===== config.mk =====
export PLATFORM = sky130hd
export DESIGN_NAME = timer_ctrl_flat
export DESIGN_NICKNAME = d
export VERILOG_FILES = /design/src/rtl/timer_ctrl_if.sv /design/src/rtl/timer_ctrl.sv /design/src/flat_wrapper.sv
export SDC_FILE = /design/constraint.sdc
export NUM_CORES = 1
export LEC_CHECK = 0
export ABC_AREA = 1
export ABC_CLOCK_PERIOD_IN_PS = 2210
export BUFFER_PORTS_ARGS = -buffer_cell sky130_fd_sc_hd__clkbuf_2
export CORE_MARGIN = 3
export CORE_UTILIZATION = 35
export CTS_BUF_LIST = sky130_fd_sc_hd__clkbuf_4
export CTS_CLUSTER_DIAMETER = 120
export DETAILED_ROUTE_END_ITERATION = 16
export PLACE_DENSITY = 0.61
export SYNTH_ARGS = -nofsm -noshare
export SYNTH_HDL_FRONTEND = slang
export SYNTH_SLANG_ARGS = --single-unit

===== constraint.sdc =====
create_clock -name clk -period 2.21 [get_ports clk]
set_clock_uncertainty 0.15 [all_clocks]
set_input_delay 0.442 -clock clk [delete_from_list [all_inputs] [get_ports clk]]
set_output_delay 0.442 -clock clk [all_outputs]
set_load 0.01 [all_outputs]

===== src/rtl/timer_ctrl_if.sv =====
// Command and status bundle for timer_ctrl.
// The master side issues start/pause/clear with direction and preset.
// The slave side (the timer) returns count, state, running and done.
interface timer_ctrl_if #(
    parameter int DATAWIDTH = 4
);
    logic                 start;
    logic                 pause;
    logic                 clear;
    logic                 down;
    logic [DATAWIDTH-1:0] preset;
    logic [DATAWIDTH-1:0] count;
    logic [1:0]           state;
    logic                 running;
    logic                 done;

    modport master (
        output start, pause, clear, down, preset,
        input  count, state, running, done
    );

    modport slave (
        input  start, pause, clear, down, preset,
        output count, state, running, done
    );
endinterface


===== src/rtl/timer_ctrl.sv =====
// Prescaled up/down timer with a four-state run/pause/done controller.
// A start from IDLE or DONE latches direction and target, then the count
// steps once every PRESCALE cycles until it lands on the target.
// Every output comes straight from a register or from the state register.
module timer_ctrl #(
    parameter int DATAWIDTH = 4,
    parameter int PRESCALE  = 4
) (
    input  logic       clk,
    input  logic       rst,
    timer_ctrl_if.slave bus
);

    // A PRESCALE of 1 would give a zero-width prescaler, so keep at least one bit.
    localparam int PSW = (PRESCALE > 1) ? $clog2(PRESCALE) : 1;
    localparam logic [PSW-1:0]       PRESC_LAST = PSW'(PRESCALE - 1);
    localparam logic [PSW-1:0]       PRESC_ONE  = PSW'(1);
    localparam logic [DATAWIDTH-1:0] COUNT_ONE  = DATAWIDTH'(1);

    typedef enum logic [1:0] {
        IDLE   = 2'b00,
        RUN    = 2'b01,
        PAUSED = 2'b10,
        DONE   = 2'b11
    } state_t;

    state_t               state_r,     state_n;
    logic [DATAWIDTH-1:0] count_r,     count_n;
    logic [PSW-1:0]       prescaler_r, prescaler_n;
    logic                 mode_r,      mode_n;
    logic [DATAWIDTH-1:0] target_r,    target_n;
    logic                 done_r,      done_n;
    logic [DATAWIDTH-1:0] stepped;

    // Registers all timer state; reset wins over every command.
    always_ff @(posedge clk) begin
        if (rst) begin
            state_r     <= IDLE;
            count_r     <= '0;
            prescaler_r <= '0;
            mode_r      <= 1'b0;
            target_r    <= '0;
            done_r      <= 1'b0;
        end else begin
            state_r     <= state_n;
            count_r     <= count_n;
            prescaler_r <= prescaler_n;
            mode_r      <= mode_n;
            target_r    <= target_n;
            done_r      <= done_n;
        end
    end

    // Next-state logic: clear beats start, start beats pause, and done only
    // rises on the edge that enters DONE so it lasts a single cycle.
    always_comb begin
        state_n     = state_r;
        count_n     = count_r;
        prescaler_n = prescaler_r;
        mode_n      = mode_r;
        target_n    = target_r;
        done_n      = 1'b0;
        stepped     = mode_r ? (count_r - COUNT_ONE) : (count_r + COUNT_ONE);

        if (bus.clear) begin
            state_n     = IDLE;
            count_n     = '0;
            prescaler_n = '0;
        end else begin
            case (state_r)
                IDLE, DONE: begin
                    if (bus.start) begin
                        mode_n      = bus.down;
                        target_n    = bus.down ? '0 : bus.preset;
                        count_n     = bus.down ? bus.preset : '0;
                        prescaler_n = '0;
                        if (bus.preset == '0) begin
                            state_n = DONE;
                            done_n  = 1'b1;
                        end else begin
                            state_n = RUN;
                        end
                    end
                end
                RUN: begin
                    if (bus.pause) begin
                        state_n = PAUSED;
                    end else if (prescaler_r == PRESC_LAST) begin
                        prescaler_n = '0;
                        count_n     = stepped;
                        if (stepped == target_r) begin
                            state_n = DONE;
                            done_n  = 1'b1;
                        end
                    end else begin
                        prescaler_n = prescaler_r + PRESC_ONE;
                    end
                end
                PAUSED: begin
                    if (bus.start) begin
                        state_n = RUN;
                    end
                end
                default: begin
                    state_n = IDLE;
                end
            endcase
        end
    end

    assign bus.count   = count_r;
    assign bus.state   = state_r;
    assign bus.running = (state_r == RUN);
    assign bus.done    = done_r;

endmodule


===== src/flat_wrapper.sv =====
// flat-port wrapper written by rule: the top's interface ports become plain ports
module timer_ctrl_flat 
#(
    parameter int DATAWIDTH = 4,
    parameter int PRESCALE  = 4
)
  (clk, rst, bus_start, bus_pause, bus_clear, bus_down, bus_preset, bus_count, bus_state, bus_running, bus_done);
  timer_ctrl_if #(.DATAWIDTH(DATAWIDTH)) bus_i ();
  input  logic clk;
  input  logic rst;
  input wire logic [$bits(bus_i.start)-1:0] bus_start;
  input wire logic [$bits(bus_i.pause)-1:0] bus_pause;
  input wire logic [$bits(bus_i.clear)-1:0] bus_clear;
  input wire logic [$bits(bus_i.down)-1:0] bus_down;
  input wire logic [$bits(bus_i.preset)-1:0] bus_preset;
  output wire logic [$bits(bus_i.count)-1:0] bus_count;
  output wire logic [$bits(bus_i.state)-1:0] bus_state;
  output wire logic [$bits(bus_i.running)-1:0] bus_running;
  output wire logic [$bits(bus_i.done)-1:0] bus_done;
  assign bus_i.start = bus_start;
  assign bus_i.pause = bus_pause;
  assign bus_i.clear = bus_clear;
  assign bus_i.down = bus_down;
  assign bus_i.preset = bus_preset;
  assign bus_count = bus_i.count;
  assign bus_state = bus_i.state;
  assign bus_running = bus_i.running;
  assign bus_done = bus_i.done;
  timer_ctrl #(.DATAWIDTH(DATAWIDTH), .PRESCALE(PRESCALE)) u_core (.clk(clk), .rst(rst), .bus(bus_i));
endmodule

==> summary.txt <==
Yosys
  • Register area share after synthesis: 32.3%
  • Distinct cells, synth: 26
  • Post-synthesis compound-gate area fraction: 17.0%
  • Synth top area share: 32.3%
  • Adder-Cell Fraction of Synth Area: 9.51%
  • Post-Syn Instances: 123
  • Syn avg cell area: 7.06 sq um
  • Post-synthesis cell area: 868 sq um
  • Main area contributors after synthesis: dfxtp_1 32%, nand2_1 12%, nand3_1 7.5%
  • Simple-gate area share of the yosys netlist: 31.1%
  • Cell taking the most area after synthesis: dfxtp_1
  • Mux cell area share after synthesis: 0%
  • XOR/XNOR share of the synthesized area: 1.01%
  • Ys Warns: 0
  • Syn nets: 139
  • Synth Register Bits: 14
  • Combinational family with the most area after synthesis: simple AND/OR/NAND/NOR gates

Flow run
  • # Max-Cap Violations: 0

Floorplan
  • Initial Utilization: 38.2%
  • Die height: 55.8 um
  • Die Area: 3110 sq um
  • Site row count: 17
  • Top Ports: 18
  • Chip width: 55.8 um
  • Core ar.: 2280 sq um

Timing
  • Fmax: 525 MHz
  • Final Critical Period: 1.90 ns
  • Final setup fails: 0
  • Slew @ Worst Pin: 0.543 ns
  • Hold slack: 0.269 ns
  • Final Hold Viols: 0
  • Final Cycle Share: 86.1%
  • Max Transition Viols Final: 0
  • Unrepaired setup endpoints after global routing: false
  • Rel. slew slack: 63.7%
  • Setup TNS Final: 0 ns

Worst hold path
  • Hold Path Class: in -> reg
  • Hold Crit Depth: 2
  • Min-delay src: rst
  • Endpoint of the worst hold path: u_core.target_r[1]

Critical path
  • Top cell by count, worst path: nor2_1
  • Critical Path RT: 2.23 ns
  • Cell count of the worst reg-to-reg path: 11
  • Critical Path Start Type: flip-flop
  • FF-to-FF setup slack: 0.31 ns
  • FF-to-FF End: u_core.bus.state[1]
  • RR Startpoint: u_core.bus.count[0]
  • Crit end category: flip-flop
  • Crit Path Class: reg -> reg
  • Crit path DAT: 1.93 ns
  • Crit-path max FO: 6
  • Delay of the slowest cell on the worst path: 0.45 ns
  • Crit path max-delay cell type: dfxtp_1
  • Worst path cell trace: fa_1 > inv_1 > nor2_1 > nor2_1 > nand3_1 > nor2_1 > nand3_1 > nand2_1 > nand3_1 > nand2_1 > nor2_1

Drt
  • Total vias in the final route: 811
  • Vias per inst: 4.77
  • DRT iter0 DRCs: 9
  • Wirelength per Cell: 10.8 um
  • ANT nets after route: 0
  • DR pass1 iterations: 4
  • # DRC: 0
  • Detailed Route WL: 1830 um

Pwr
  • Sequential power share: 48.2%
  • P_int: 0.000390 W
  • PwrDens: 582 nW/um^2
  • P_leak: 0.450 nW
  • Switching Fraction: 33.0%
  • Total power: 0.000582 W
  • Comb pwr share: 27.3%
  • Switching pwr: 0.000192 W
  • Clock Power Share: 24.5%
  • Peak supply drop: 0.000241 V

CTS
  • Number of CTS-inserted buffers: 3
  • H-Tree Depth: 1
  • Clk_lat worst skew: 0.27 ns
  • CTS tree: yes
  • Post-cts resize count: 0
  • Clk pin slew, worst setup/hold paths: 0.08 ns
  • Clock Sinks: 14
  • Root Buffer: clkbuf_4
  • Setup Fix Bufs, Post-CTS: 0
  • Hold_buf cts: 0
  • CTS max path bufs: 2

Layout
  • Commonest non-fill, non-tap cells in the layout: 28 x nand2_1, 17 x clkbuf_2, 16 x inv_1, 14 x dfxtp_1
  • ANT cells: 0
  • Share of cells above drive strength 1: 19.0%
  • Commonest non-fill, non-tap cell in the layout: nand2_1
  • P&R area growth vs syn: 15.1%
  • Final Util: 43.9%
  • Nets: 160

Global route
  • Most Crowded Layer GR: met2
  • Number of global-route vias before repair: 811
  • All-layer global routing usage: 13.5%
  • Global-route wire length before repair: 3410 um
  • Largest net degree at the start of global routing: 11
  • Met1 Use GR: 16.6%
  • Grt ovf: 0
  • Met3 Usage GRT: 3.25%
  • Initial antenna violation count: 0
  • Met2 Resource Use GR: 22.6%

Placed design
  • GPL Wtd Cong: 0.791
  • Port Buffer Count: 17
  • Post-DP HPWL: 1520 um

Run status
  • Status: finished clean
[cells by family (layout without fill, tap and decap cells)]
| kind of cell | after synthesis | after routing |
|---|---|---|
| simple gates | 61 | 61 |
| compound gates | 22 | 22 |
| buf+inv | 19 | 38 |
| flops | 14 | 14 |
| fa+ha+maj | 6 | 6 |
| xor+xnor | 1 | 1 |
[critical path, delay by kind of cell (launching register included)]
kind                     cells  cell delay [ns]
AND/OR/NAND/NOR              9             0.66
flip-flops                   1             0.45
adder cells (fa/ha/maj)      1             0.45
buffers and inverters        1             0.08
[power by group through the flow]
stage	combinational, W	sequential (W)	clock (W)
finish	0.000159	0.000281	0.000142
floorplan	0.000115	0.000288	0
detailed placement	0.000161	0.000287	0
global placement	0.000159	0.000286	0
global route	0.000185	0.000284	0.000163
CTS	0.000161	0.000281	0.000150
[sequential cells by signal (all words and copies together), names as in the netlist]
name                count
u_core.prescaler_r      2
u_core.bus.count        4
u_core.target_r         4
u_core.bus.state        2
u_core.bus.done         1
u_core.mode_r           1
[cell type report]
cell class              count  area, sq um
clock buffers               3         22.5
fillers                   241         1280
inverters                  18         67.6
multi-input cells          90          509
flip-flops and latches     14          280
well taps                  28         35.0
repair buffers             17         85.1
[metrics by stage]
step / cells / cell area (sq um) / setup slack (ns)
floorplan: 123 / 868 / 0.408
global placement: 167 / 977 / 0.334
detailed placement: 167 / 977 / 0.321
CTS: 170 / 1000 / 0.269
finish: 170 / 1000 / 0.306
global route: 170 / 1000 / 0.113
[how the worst max path moves through the flow]
stage                                   start  depth (start not counted)             endpoint
after global routing      u_core.bus.count[0]                         11  u_core.bus.state[1]
after CTS                 u_core.bus.state[1]                          3          bus_running
after global placement    u_core.bus.count[0]                         11  u_core.bus.state[1]
after detailed placement  u_core.bus.count[1]                         11  u_core.bus.state[1]
after floorplan           u_core.bus.count[0]                         11  u_core.bus.state[1]
final                     u_core.bus.count[0]                         11  u_core.bus.state[1]
[routing by layer]
metal / wire (um) / part of all wire, %
met5: 0 / 0
met2: 902 / 49
met3: 58 / 3.2
met1: 854 / 47
met4: 17 / 0.93
[synthesized netlist by cell type]
cell type  number
nand3_1        13
a211oi_1        1
inv_1          16
a21oi_4         1
nand3b_1        1
ha_1            5
fa_1            1
a21oi_1         3
dfxtp_1        14
xor2_1          1
nor2_1         13
o21ai_0         2
inv_2           2
o31ai_1         1
nor3b_1         1
o21ai_1         4
nor4_1          1
nor2_4          1
buf_6           1
or2_1           1
nand2_1        28
nor2_2          2
o21bai_1        1
o21ai_2         1
a22oi_1         4
a31oi_1         4
(Power assumes the default switching activity.)
